==> config.mk <==
export PLATFORM = sky130hd
export DESIGN_NAME = pcie_dn_cpld_dfk_mc_flat
export DESIGN_NICKNAME = d
export VERILOG_FILES = /design/src/rtl/pcie_dn_cpld_dfk_mc_if.sv /design/src/rtl/pcie_dn_cpld_dfk_mc.sv /design/src/flat_wrapper.sv
export SDC_FILE = /design/constraint.sdc
export NUM_CORES = 2
export LEC_CHECK = 0
export ABC_AREA = 0
export CAP_MARGIN = 20
export CELL_PAD_IN_SITES_DETAIL_PLACEMENT = 1
export CELL_PAD_IN_SITES_GLOBAL_PLACEMENT = 1
export CORE_UTILIZATION = 25
export DETAILED_ROUTE_END_ITERATION = 8
export PLACE_DENSITY = 0.47
export SLEW_MARGIN = 20
export SYNTH_ARGS = -nofsm -noshare
export SYNTH_HDL_FRONTEND = slang
export SYNTH_SLANG_ARGS = --single-unit
export TNS_END_PERCENT = 30
==> constraint.sdc <==
create_clock -name PCIE_CLK -period 5.2 [get_ports PCIE_CLK]
set_input_delay 1.56 -clock PCIE_CLK [delete_from_list [all_inputs] [get_ports PCIE_CLK]]
set_output_delay 1.56 -clock PCIE_CLK [all_outputs]
set_load 0.005 [all_outputs]
==> src/rtl/pcie_dn_cpld_dfk_mc_if.sv <==
// Completion-beat input, free-buffer output and file-header handshake bundle
// for the multi-channel downstream descriptor unpacker.
interface pcie_dn_cpld_dfk_mc_if #(
  parameter int DW  = 64,
  parameter int CHW = 2
);
  logic           DFK_CP_SOP;
  logic           DFK_CP_EOP;
  logic [DW-1:0]  DFK_CP_DATA;
  logic           DFK_CP_DVLD;
  logic [7:0]     DFK_CP_TAG;
  logic [11:0]    DFK_CP_DCNT;
  logic           DN_FBUF_WR_REQ;
  logic [95:0]    DN_FBUF_WR_DATA;
  logic [CHW-1:0] DN_FBUF_WR_CH;
  logic           DN_FBUF_RD_REQ;
  logic           DN_FBUF_RD_ACK;
  logic [CHW-1:0] DN_FBUF_RD_CH;
  logic           DN_FILE_VLD;
  logic           DN_FILE_RDY;
  logic           DN_FILE_SOF;
  logic           DN_FILE_EOF;
  logic [15:0]    DN_FILE_FID;
  logic [15:0]    DN_FILE_SID;
  logic [15:0]    DN_FILE_VCH;
  logic [31:0]    DN_FILE_ADDR;
  logic [31:0]    DN_FILE_SIZE;
  logic [CHW-1:0] DN_FILE_CH;
  logic [15:0]    STAT_ERR_CNT;
  logic [15:0]    STAT_OVF_CNT;

  modport master (
    output DFK_CP_SOP, DFK_CP_EOP, DFK_CP_DATA, DFK_CP_DVLD, DFK_CP_TAG, DFK_CP_DCNT,
           DN_FILE_RDY,
    input  DN_FBUF_WR_REQ, DN_FBUF_WR_DATA, DN_FBUF_WR_CH, DN_FBUF_RD_REQ, DN_FBUF_RD_ACK,
           DN_FBUF_RD_CH, DN_FILE_VLD, DN_FILE_SOF, DN_FILE_EOF, DN_FILE_FID, DN_FILE_SID,
           DN_FILE_VCH, DN_FILE_ADDR, DN_FILE_SIZE, DN_FILE_CH, STAT_ERR_CNT, STAT_OVF_CNT
  );

  modport slave (
    input  DFK_CP_SOP, DFK_CP_EOP, DFK_CP_DATA, DFK_CP_DVLD, DFK_CP_TAG, DFK_CP_DCNT,
           DN_FILE_RDY,
    output DN_FBUF_WR_REQ, DN_FBUF_WR_DATA, DN_FBUF_WR_CH, DN_FBUF_RD_REQ, DN_FBUF_RD_ACK,
           DN_FBUF_RD_CH, DN_FILE_VLD, DN_FILE_SOF, DN_FILE_EOF, DN_FILE_FID, DN_FILE_SID,
           DN_FILE_VCH, DN_FILE_ADDR, DN_FILE_SIZE, DN_FILE_CH, STAT_ERR_CNT, STAT_OVF_CNT
  );
endinterface

==> src/rtl/pcie_dn_cpld_dfk_mc.sv <==
// Multi-channel CplD descriptor unpacker: per-tag 256-bit assembly, free-buffer
// entries, grouped RD_REQ/RD_ACK pulses and a first-word-fall-through header FIFO.
module pcie_dn_cpld_dfk_mc #(
  parameter int DW           = 64,
  parameter int NCH          = 4,
  parameter int DESC_PER_ACK = 8,
  parameter int ACK_DLY      = 4,
  parameter int HDR_DEPTH    = 4
) (
  input logic PCIE_CLK,
  input logic PCIE_RST_N,
  pcie_dn_cpld_dfk_mc_if.slave bus
);
  localparam int BEATS = 256 / DW;
  localparam int CHW   = (NCH > 1) ? $clog2(NCH) : 1;
  localparam int BCW   = $clog2(BEATS) + 1;
  localparam int GCW   = $clog2(DESC_PER_ACK);
  localparam int AW    = $clog2(HDR_DEPTH);
  localparam int HW    = 114 + CHW;

  logic [CHW-1:0] ch;
  logic           ch_ok, acc, done, err;
  logic [BCW-1:0] cnt_cur, cnt_nxt;
  logic [255:0]   shifted;
  logic [BCW-1:0] bcnt [NCH];
  logic [GCW-1:0] gcnt [NCH];
  logic [255:0]   desc_q;
  logic           desc_vld, grp_done;
  logic [CHW-1:0] desc_ch;
  logic [15:0]    err_cnt, ovf_cnt;

  logic           wr_req;
  logic [95:0]    wr_data;
  logic [CHW-1:0] wr_ch;
  logic [ACK_DLY-1:0] ack_sr, req_sr;
  logic [CHW-1:0] ch_sr [ACK_DLY];

  logic [HW-1:0]  mem [HDR_DEPTH];
  logic [AW:0]    wr_ptr, rd_ptr;
  logic           empty, full, push, pop;
  logic [HW-1:0]  hdr_in;

  assign ch      = bus.DFK_CP_TAG[CHW-1:0];
  assign ch_ok   = ({1'b0, ch} < (CHW+1)'(NCH));
  assign acc     = bus.DFK_CP_DVLD && ch_ok;
  assign cnt_cur = ch_ok ? bcnt[ch] : '0;
  assign cnt_nxt = bus.DFK_CP_SOP ? BCW'(1) : cnt_cur + 1'b1;
  assign done    = acc && (cnt_nxt == BCW'(BEATS));
  assign err     = acc && ((bus.DFK_CP_SOP && (cnt_cur != '0)) || (bus.DFK_CP_EOP && !done));

  // Only the upper 256-DW bits of a partial descriptor need storing; the
  // current beat supplies the rest, so a full-width beat needs no storage.
  generate
    if (BEATS == 1) begin : g_nosr
      assign shifted = bus.DFK_CP_DATA;
    end else begin : g_sr
      logic [255-DW:0] sreg [NCH];
      logic [255-DW:0] sreg_cur;
      assign sreg_cur = ch_ok ? sreg[ch] : '0;
      assign shifted  = {bus.DFK_CP_DATA, sreg_cur};
      always_ff @(posedge PCIE_CLK or negedge PCIE_RST_N) begin
        if (!PCIE_RST_N) begin
          for (int i = 0; i < NCH; i++) sreg[i] <= '0;
        end else if (acc) begin
          sreg[ch] <= shifted[255:DW];
        end
      end
    end
  endgenerate

  always_ff @(posedge PCIE_CLK or negedge PCIE_RST_N) begin
    if (!PCIE_RST_N) begin
      for (int i = 0; i < NCH; i++) begin
        bcnt[i] <= '0;
        gcnt[i] <= '0;
      end
      desc_q   <= '0;
      desc_vld <= 1'b0;
      desc_ch  <= '0;
      grp_done <= 1'b0;
      err_cnt  <= '0;
    end else begin
      desc_vld <= done;
      // EOP either completes the descriptor or aborts it; both leave the counter idle.
      if (acc) bcnt[ch] <= (done || bus.DFK_CP_EOP) ? '0 : cnt_nxt;
      if (done) begin
        desc_q   <= shifted;
        desc_ch  <= ch;
        grp_done <= (gcnt[ch] == GCW'(DESC_PER_ACK - 1));
        gcnt[ch] <= gcnt[ch] + 1'b1;
      end
      if (err && (err_cnt != 16'hFFFF)) err_cnt <= err_cnt + 16'd1;
    end
  end

  assign empty  = (wr_ptr == rd_ptr);
  assign full   = (wr_ptr[AW] != rd_ptr[AW]) && (wr_ptr[AW-1:0] == rd_ptr[AW-1:0]);
  assign push   = desc_vld && (desc_q[127] || desc_q[126]);
  assign pop    = !empty && bus.DN_FILE_RDY;
  assign hdr_in = {desc_ch, desc_q[127], desc_q[126], desc_q[159:144], desc_q[143:128],
                   desc_q[95:80], desc_q[223:192], desc_q[191:160]};

  always_ff @(posedge PCIE_CLK or negedge PCIE_RST_N) begin
    if (!PCIE_RST_N) begin
      wr_req  <= 1'b0;
      wr_data <= '0;
      wr_ch   <= '0;
      ack_sr  <= '0;
      req_sr  <= '0;
      for (int i = 0; i < ACK_DLY; i++) ch_sr[i] <= '0;
      for (int i = 0; i < HDR_DEPTH; i++) mem[i] <= '0;
      wr_ptr  <= '0;
      rd_ptr  <= '0;
      ovf_cnt <= '0;
    end else begin
      wr_req <= desc_vld && desc_q[120];
      if (desc_vld && desc_q[120]) begin
        wr_data <= {desc_q[111:96], desc_q[79:64], desc_q[63:0]};
        wr_ch   <= desc_ch;
      end
      for (int i = ACK_DLY - 1; i > 0; i--) begin
        ack_sr[i] <= ack_sr[i-1];
        req_sr[i] <= req_sr[i-1];
        ch_sr[i]  <= ch_sr[i-1];
      end
      ack_sr[0] <= desc_vld && grp_done;
      req_sr[0] <= desc_vld && grp_done && desc_q[121];
      if (desc_vld && grp_done) ch_sr[0] <= desc_ch;
      // A pop in the same cycle frees the slot, so a full FIFO still accepts.
      if (push && (!full || pop)) begin
        mem[wr_ptr[AW-1:0]] <= hdr_in;
        wr_ptr <= wr_ptr + 1'b1;
      end else if (push && (ovf_cnt != 16'hFFFF)) begin
        ovf_cnt <= ovf_cnt + 16'd1;
      end
      if (pop) rd_ptr <= rd_ptr + 1'b1;
    end
  end

  assign bus.DN_FBUF_WR_REQ  = wr_req;
  assign bus.DN_FBUF_WR_DATA = wr_data;
  assign bus.DN_FBUF_WR_CH   = wr_ch;
  assign bus.DN_FBUF_RD_ACK  = ack_sr[ACK_DLY-1];
  assign bus.DN_FBUF_RD_REQ  = req_sr[ACK_DLY-1];
  assign bus.DN_FBUF_RD_CH   = ch_sr[ACK_DLY-1];
  assign bus.DN_FILE_VLD     = !empty;
  assign {bus.DN_FILE_CH, bus.DN_FILE_SOF, bus.DN_FILE_EOF, bus.DN_FILE_FID, bus.DN_FILE_SID,
          bus.DN_FILE_VCH, bus.DN_FILE_ADDR, bus.DN_FILE_SIZE} = mem[rd_ptr[AW-1:0]];
  assign bus.STAT_ERR_CNT    = err_cnt;
  assign bus.STAT_OVF_CNT    = ovf_cnt;

  logic unused_bits;
  assign unused_bits = ^{bus.DFK_CP_DCNT, bus.DFK_CP_TAG[7:CHW], desc_q[255:224],
                         desc_q[125:122], desc_q[119:112]};
endmodule

==> src/flat_wrapper.sv <==
// flat-port wrapper written by rule: the top's interface ports become plain ports
module pcie_dn_cpld_dfk_mc_flat 
#(
  parameter int DW           = 64,
  parameter int NCH          = 4,
  parameter int DESC_PER_ACK = 8,
  parameter int ACK_DLY      = 4,
  parameter int HDR_DEPTH    = 4
)
  (PCIE_CLK, PCIE_RST_N, bus_DFK_CP_SOP, bus_DFK_CP_EOP, bus_DFK_CP_DATA, bus_DFK_CP_DVLD, bus_DFK_CP_TAG, bus_DFK_CP_DCNT, bus_DN_FILE_RDY, bus_DN_FBUF_WR_REQ, bus_DN_FBUF_WR_DATA, bus_DN_FBUF_WR_CH, bus_DN_FBUF_RD_REQ, bus_DN_FBUF_RD_ACK, bus_DN_FBUF_RD_CH, bus_DN_FILE_VLD, bus_DN_FILE_SOF, bus_DN_FILE_EOF, bus_DN_FILE_FID, bus_DN_FILE_SID, bus_DN_FILE_VCH, bus_DN_FILE_ADDR, bus_DN_FILE_SIZE, bus_DN_FILE_CH, bus_STAT_ERR_CNT, bus_STAT_OVF_CNT);
  pcie_dn_cpld_dfk_mc_if #(.DW(DW), .CHW(2)) bus_i ();
  input logic PCIE_CLK;
  input logic PCIE_RST_N;
  input wire logic [$bits(bus_i.DFK_CP_SOP)-1:0] bus_DFK_CP_SOP;
  input wire logic [$bits(bus_i.DFK_CP_EOP)-1:0] bus_DFK_CP_EOP;
  input wire logic [$bits(bus_i.DFK_CP_DATA)-1:0] bus_DFK_CP_DATA;
  input wire logic [$bits(bus_i.DFK_CP_DVLD)-1:0] bus_DFK_CP_DVLD;
  input wire logic [$bits(bus_i.DFK_CP_TAG)-1:0] bus_DFK_CP_TAG;
  input wire logic [$bits(bus_i.DFK_CP_DCNT)-1:0] bus_DFK_CP_DCNT;
  input wire logic [$bits(bus_i.DN_FILE_RDY)-1:0] bus_DN_FILE_RDY;
  output wire logic [$bits(bus_i.DN_FBUF_WR_REQ)-1:0] bus_DN_FBUF_WR_REQ;
  output wire logic [$bits(bus_i.DN_FBUF_WR_DATA)-1:0] bus_DN_FBUF_WR_DATA;
  output wire logic [$bits(bus_i.DN_FBUF_WR_CH)-1:0] bus_DN_FBUF_WR_CH;
  output wire logic [$bits(bus_i.DN_FBUF_RD_REQ)-1:0] bus_DN_FBUF_RD_REQ;
  output wire logic [$bits(bus_i.DN_FBUF_RD_ACK)-1:0] bus_DN_FBUF_RD_ACK;
  output wire logic [$bits(bus_i.DN_FBUF_RD_CH)-1:0] bus_DN_FBUF_RD_CH;
  output wire logic [$bits(bus_i.DN_FILE_VLD)-1:0] bus_DN_FILE_VLD;
  output wire logic [$bits(bus_i.DN_FILE_SOF)-1:0] bus_DN_FILE_SOF;
  output wire logic [$bits(bus_i.DN_FILE_EOF)-1:0] bus_DN_FILE_EOF;
  output wire logic [$bits(bus_i.DN_FILE_FID)-1:0] bus_DN_FILE_FID;
  output wire logic [$bits(bus_i.DN_FILE_SID)-1:0] bus_DN_FILE_SID;
  output wire logic [$bits(bus_i.DN_FILE_VCH)-1:0] bus_DN_FILE_VCH;
  output wire logic [$bits(bus_i.DN_FILE_ADDR)-1:0] bus_DN_FILE_ADDR;
  output wire logic [$bits(bus_i.DN_FILE_SIZE)-1:0] bus_DN_FILE_SIZE;
  output wire logic [$bits(bus_i.DN_FILE_CH)-1:0] bus_DN_FILE_CH;
  output wire logic [$bits(bus_i.STAT_ERR_CNT)-1:0] bus_STAT_ERR_CNT;
  output wire logic [$bits(bus_i.STAT_OVF_CNT)-1:0] bus_STAT_OVF_CNT;
  assign bus_i.DFK_CP_SOP = bus_DFK_CP_SOP;
  assign bus_i.DFK_CP_EOP = bus_DFK_CP_EOP;
  assign bus_i.DFK_CP_DATA = bus_DFK_CP_DATA;
  assign bus_i.DFK_CP_DVLD = bus_DFK_CP_DVLD;
  assign bus_i.DFK_CP_TAG = bus_DFK_CP_TAG;
  assign bus_i.DFK_CP_DCNT = bus_DFK_CP_DCNT;
  assign bus_i.DN_FILE_RDY = bus_DN_FILE_RDY;
  assign bus_DN_FBUF_WR_REQ = bus_i.DN_FBUF_WR_REQ;
  assign bus_DN_FBUF_WR_DATA = bus_i.DN_FBUF_WR_DATA;
  assign bus_DN_FBUF_WR_CH = bus_i.DN_FBUF_WR_CH;
  assign bus_DN_FBUF_RD_REQ = bus_i.DN_FBUF_RD_REQ;
  assign bus_DN_FBUF_RD_ACK = bus_i.DN_FBUF_RD_ACK;
  assign bus_DN_FBUF_RD_CH = bus_i.DN_FBUF_RD_CH;
  assign bus_DN_FILE_VLD = bus_i.DN_FILE_VLD;
  assign bus_DN_FILE_SOF = bus_i.DN_FILE_SOF;
  assign bus_DN_FILE_EOF = bus_i.DN_FILE_EOF;
  assign bus_DN_FILE_FID = bus_i.DN_FILE_FID;
  assign bus_DN_FILE_SID = bus_i.DN_FILE_SID;
  assign bus_DN_FILE_VCH = bus_i.DN_FILE_VCH;
  assign bus_DN_FILE_ADDR = bus_i.DN_FILE_ADDR;
  assign bus_DN_FILE_SIZE = bus_i.DN_FILE_SIZE;
  assign bus_DN_FILE_CH = bus_i.DN_FILE_CH;
  assign bus_STAT_ERR_CNT = bus_i.STAT_ERR_CNT;
  assign bus_STAT_OVF_CNT = bus_i.STAT_OVF_CNT;
  pcie_dn_cpld_dfk_mc #(.DW(DW), .NCH(NCH), .DESC_PER_ACK(DESC_PER_ACK), .ACK_DLY(ACK_DLY), .HDR_DEPTH(HDR_DEPTH)) u_core (.PCIE_CLK(PCIE_CLK), .PCIE_RST_N(PCIE_RST_N), .bus(bus_i));
endmodule
* Yosys cells after proc, flatten, opt, wreduce, memory -nomap -nowiden *
Index checks and enable logic that the tools add are counted.
Widths: inputs -> output; s select.

storage, ports and cells
  input bits = 90
  output and inout bits = 252
  word-level logic and storage cells = 103
  register bits = 1637

operators by class
  magnitude comparators = 5
  reductions and logical operators = 24
  add/subtract/negate cells = 6
  eq/ne operators = 7
  bitwise operators = 4
  mux-type cells = 24

operators by type and width
  cell                   count
  $bwmux 768             1
  $mux 192               3
  $bwmux 464             1
  $bmux 192 s2           1
  $demux 192 s2          1
  $mux 116               3
  $bmux 116 s2           1
  $demux 116 s2          1
  $add 16x1->16 const B  2
  $ne 16x16->1 const B   2
  $bwmux 12              2
  $mux 3                 7
  $logic_and 1x1->1      15
  $add 3x1->3 const B    4
  $bmux 3 s2             2
  $ge 3x3->1 const B     3
  $not 2->3              3
  $demux 3 s2            1
  $eq 3x3->1 const B     2
  $lt 3x1->1 const B     2
  $logic_or 1x1->1       4
  $eq 3x3->1             1
  $logic_not 1->1        3
  $reduce_bool 3->1      1
  4 further kinds        4

* Longest topological paths before layout *
  depth in word-level cells = 13
  mapped depth = 13
  gate-level depth less buffers = 8

* Worst setup path before layout *
Ideal clock, no wire load.

  kind = input to register
  from = input bus_DFK_CP_TAG[1]
  to = register u_core.desc_q[13]
  data arrival time = 4642 ps
  buffers on the path = 6
  data required time = 5075 ps
  cell stages on the path = 13
  slack = 433 ps
  setup time = 125 ps
  cell sequence = buf_2 -> buf_2 -> buf_1 -> buf_1 -> mux4_2 -> inv_1 -> ha_1 -> nor4b_1 -> a22oi_1 -> nor2_2 -> buf_6 -> buf_2 -> mux2_2

on the way
  cells in the longest elaborated chain, start to end = 8
  elaborated cells on any way between the ends = 11
  those cells by class = add/sub: 1; eq/ne: 1; mux: 7; bitwise: 1; reduce/logical: 1

RTL lines
  item                                       RTL line                                              source
  start: declaration                         flat_wrapper.sv:18                                    input wire logic [$bits(bus_i.DFK_CP_TAG)-1:0] bus_DFK_CP_TAG;
  $not 2->3 (implied by the code) (*)        pcie_dn_cpld_dfk_mc.sv:46, pcie_dn_cpld_dfk_mc.sv:59
  $bmux 3 s2                                 pcie_dn_cpld_dfk_mc.sv:46                             assign cnt_cur = ch_ok ? bcnt[ch] : '0;
  $mux 3 (implied by the code) (2 in a row)  pcie_dn_cpld_dfk_mc.sv:46
  $add 3x1->3                                pcie_dn_cpld_dfk_mc.sv:47                             assign cnt_nxt = bus.DFK_CP_SOP ? BCW'(1) : cnt_cur + 1'b1;
  $mux 3                                     pcie_dn_cpld_dfk_mc.sv:47
  $eq 3x3->1                                 pcie_dn_cpld_dfk_mc.sv:48                             assign done = acc && (cnt_nxt == BCW'(BEATS));
  $logic_and 1x1->1                          pcie_dn_cpld_dfk_mc.sv:48
  end signal: assignment                     pcie_dn_cpld_dfk_mc.sv:87                             desc_q <= shifted;
  end: declaration                           pcie_dn_cpld_dfk_mc.sv:27                             logic [255:0] desc_q;

Mark *: on every way between the ends. The rest lies on a longest branch, timed or not. The select of a mux whose other input is x is not followed.
A chain may end at the register's enable or synchronous reset.

* Worst setup path in the final report *
  from = register u_core.rd_ptr[0]
  to = output bus_DN_FILE_ADDR[29]

on the way
  cells in the longest elaborated chain, start to end = 4

RTL lines
  item                                         RTL line                    source
  start: declaration                           pcie_dn_cpld_dfk_mc.sv:39   logic [AW:0] wr_ptr, rd_ptr;
  start signal: assignment                     pcie_dn_cpld_dfk_mc.sv:136  if (pop) rd_ptr <= rd_ptr + 1'b1;
  $not 2->3 (implied by the code)              pcie_dn_cpld_dfk_mc.sv:148  bus.DN_FILE_VCH, bus.DN_FILE_ADDR, bus.DN_FILE_SIZE} = mem[rd_ptr[AW-1:0]];
  $bmux 116 s2                                 pcie_dn_cpld_dfk_mc.sv:148
  $mux 116 (implied by the code) (2 in a row)  pcie_dn_cpld_dfk_mc.sv:148
  end: declaration                             flat_wrapper.sv:33          output wire logic [$bits(bus_i.DN_FILE_ADDR)-1:0] bus_DN_FILE_ADDR;

No other way between the ends. The select of a mux whose other input is x is not followed.

==> impl_metrics.json <==
{
  "status": "finished clean",
  "yosys_warnings": 0,
  "cts_made_buffers": 203,
  "netlist_area_mm2": 0.0676,
  "hold_class": "reg2reg",
  "timing.setup.tns_ns": 0,
  "final_cells": 8028,
  "yosysSeqAreaShare": 0.602,
  "ctsResizeCount": 0,
  "dpl.hpwl_mm": 118,
  "htree_levels": 4,
  "routed_wl_mm": 189,
  "holdPathEnd": "u_core.ack_sr[2]$_DFF_PN0_",
  "clk_latency_ns": 0.89,
  "worst_setup_path_start_kind": "flop",
  "relSlewSlack": 0.336,
  "grt_use_total": 0.142,
  "path_clk_slew_ns": 0.06,
  "crit_slowest_cell": "dfrtp_4",
  "synth_seq_cells": 1625,
  "cts_tree": "built",
  "p_per_area_mw_per_mm2": 438,
  "critPathMaxStageDelay_ns": 0.74,
  "r2r_cells": 7,
  "die_area_mm2": 0.272,
  "async_flop_share": 1.00,
  "crit_type": "reg2out",
  "hold_start": "u_core.ack_sr[1]$_DFF_PN0_",
  "holdBufCountCts": 0,
  "drcViolationCount": 0,
  "dr_total_vias": 36000,
  "die_w_um": 522,
  "cts.sinks": 1625,
  "drv_slew": 0,
  "dp.cells": 7656,
  "r2r-end": "u_core.mem[192]$_DFFE_PN0P_",
  "die_h_um": 522,
  "dpl-instance-area_mm2": 0.0755,
  "yosys.cell_types.count": 47,
  "via_per_inst": 4.49,
  "cts_buffer_depth": 4,
  "place.gp.congestion": 0.697,
  "antenna_found_initial": 29,
  "grt_pass1_wl_mm": 289,
  "reg2reg_from": "u_core.rd_ptr[0]$_DFFE_PN0P_",
  "rsz0062_at_grt": "no",
  "nets": 4410,
  "start_util": 0.252,
  "min_period_ns": 4.77,
  "hold_viol": 0,
  "skew_ns": 0.115,
  "cts_root_buffer": "clkbuf_16",
  "port_buffers": 323,
  "cp_cell_sequence": "buf_12 > mux4_2 > clkdlybuf4s50_1",
  "end_kind": "output port",
  "first_global_vias": 40600,
  "p_leak_nw": 36.6,
  "syn2layout_area_growth_pct": 21.4,
  "ant_nets": 0,
  "layout-drive-gt1-share": 0.511,
  "min_path_cells": 0,
  "netlist_instances": 3923,
  "postLayoutCellArea_mm2": 0.0820,
  "cts_setup_buffers": 0,
  "crit_arrival_ns": 3.21,
  "synth_edf_count": 0,
  "grt_max_degree": 144,
  "ys.flop_type": "dfrtp_1",
  "mappedNetlistNets": 4024,
  "avgSynthCellArea_um2": 17.2,
  "row_count": 190,
  "r2r_slack_ns": 1.68,
  "tightest_slew_ns": 0.996,
  "fin_crit_sh": 0.918,
  "critPathMaxFanout": 46,
  "finalSetupViolations": 0,
  "wl_per_cell_um": 23.5,
  "core_mm2": 0.268,
  "max_freq_mhz": 210,
  "pin_count": 342,
  "peakVddDrop_mv": 0.300,
  "cp_data_required_time_ns": 3.64,
  "gr-total-overflow": 0,
  "maxCapViolCount": 0,
  "first_pass_iters": 4,
  "first_iter_violations": 1407
}
metrics by stage:
step | hold slack, ns | total power [mW] | utilization | worst slack, ns
floorplan | 0.331 | 20.0 | - | 0.433
global placement | 0.334 | 22.1 | 0.281 | 0.438
detailed placement | 0.336 | 22.4 | 0.281 | 0.407
CTS | 0.349 | 36.7 | 0.306 | 0.232
global route | 0.354 | 37.8 | 0.306 | 0.210
finish | 0.347 | 35.9 | 0.306 | 0.429
registers in the layout (all words and copies together) (netlist names):
name / flops
u_core.g_sr.sreg: 768
u_core.mem: 464
u_core.desc_q: 212
u_core.bus.DN_FBUF_WR_DATA: 96
u_core.bus.STAT_ERR_CNT: 16
u_core.bus.STAT_OVF_CNT: 16
u_core.bcnt: 12
u_core.gcnt: 12
u_core.ch_sr: 6
u_core.ack_sr: 4
u_core.req_sr: 4
u_core.rd_ptr: 3
u_core.wr_ptr: 3
u_core.bus.DN_FBUF_RD_CH: 2
u_core.bus.DN_FBUF_WR_CH: 2
u_core.desc_ch: 2
u_core.bus.DN_FBUF_WR_REQ: 1
u_core.desc_vld: 1
u_core.grp_done: 1
worst max path at each step:
| stage | start | end | slack (ns) |
|---|---|---|---|
| after global placement | bus_DFK_CP_TAG[1] | u_core.desc_q[86]$_DFFE_PN0P_ | 0.44 |
| after floorplan | bus_DFK_CP_TAG[1] | u_core.desc_q[13]$_DFFE_PN0P_ | 0.43 |
| after detailed placement | bus_DFK_CP_TAG[1] | u_core.desc_q[84]$_DFFE_PN0P_ | 0.41 |
| after CTS | u_core.rd_ptr[0]$_DFFE_PN0P_ | bus_DN_FILE_ADDR[30] | 0.23 |
| final | u_core.rd_ptr[0]$_DFFE_PN0P_ | bus_DN_FILE_ADDR[29] | 0.43 |
| after global routing | u_core.rd_ptr[0]$_DFFE_PN0P_ | bus_DN_FILE_FID[10] | 0.21 |
kinds of logic after synthesis:
kind of cell               after synthesis  share of synthesized area
muxes                                 1864                      0.361
DFF                                   1625                      0.602
buffers and inverters                  256                     0.0193
and+or+nand+nor                        105                    0.00876
xor gates and xnor gates                41                    0.00542
AOI/OAI and AO/OA                       21                    0.00196
adders and majority gates               11                    0.00204
final cells by class:
cell class              instances  area, um2
diodes                         20       50.0
clock inverters                49        576
fillers                     27500     186000
multi-input cells            2042      25700
clock buffers                 303       5960
repair buffers                426       4610
well taps                    3552       4440
flip-flops and latches       1625      40700
inverters                      11       46.3
cell usage after synthesis (all sizes together) (2+ instances only):
library cell	count	area (um2)
and2	2	12.5
and3	9	61.3
and4	3	26.3
buf	164	958
clkbuf	81	304
dfrtp	1625	40700
ha	11	138
inv	10	37.5
mux2	1562	17600
mux4	301	6780
nand2	33	134
nand2b	2	12.5
nand3	13	65.1
nand3b	3	22.5
nand4	12	75.1
nor2	7	28.8
nor2b	2	12.5
nor3	7	35.0
nor4	4	25.0
nor4b	3	32.5
o211ai	3	27.5
o21ai	13	65.1
xnor2	25	226
xor2	16	140
placed cells by master (no fill, tap or decap), drive strengths merged, types with 7 or more instances in the layout:
master,Yosys,routed
bufinv,0,8
dfrtp,1625,1625
ha,11,11
mux4,301,301
clkinv,1,31
nand2,33,33
clkinvlp,0,7
inv,10,14
and3,9,9
nor3,7,7
nand4,12,12
clkdlybuf4s50,0,320
diode,0,20
buf,164,106
nor2,7,7
mux2,1562,1562
xnor2,25,25
xor2,16,16
o21ai,13,13
nand3,13,13
clkbuf,81,303
layer usage:
layer / up-vias / global-route usage / part of all wire
li1: 15400 / - / -
met5: - / 0 / 0.00049
met1: 19800 / 0.211 / 0.49
met4: 14 / 0.0297 / 0.018
met3: 258 / 0.0272 / 0.048
met2: 545 / 0.211 / 0.44
power breakdown:
group	leakage [nW]	internal, mW	switching (mW)
Combinational	12.3	3.17	2.56
Clock	3.20	8.27	5.60
Sequential	21.1	15.0	1.32
critical path, delay by kind of cell, from the launching register on:
family   cells  cell delay [ns]
buf+inv      2             1.01
flops        1             0.74
mux          1             0.59
Note: power is estimated with default switching activity, not from simulation.
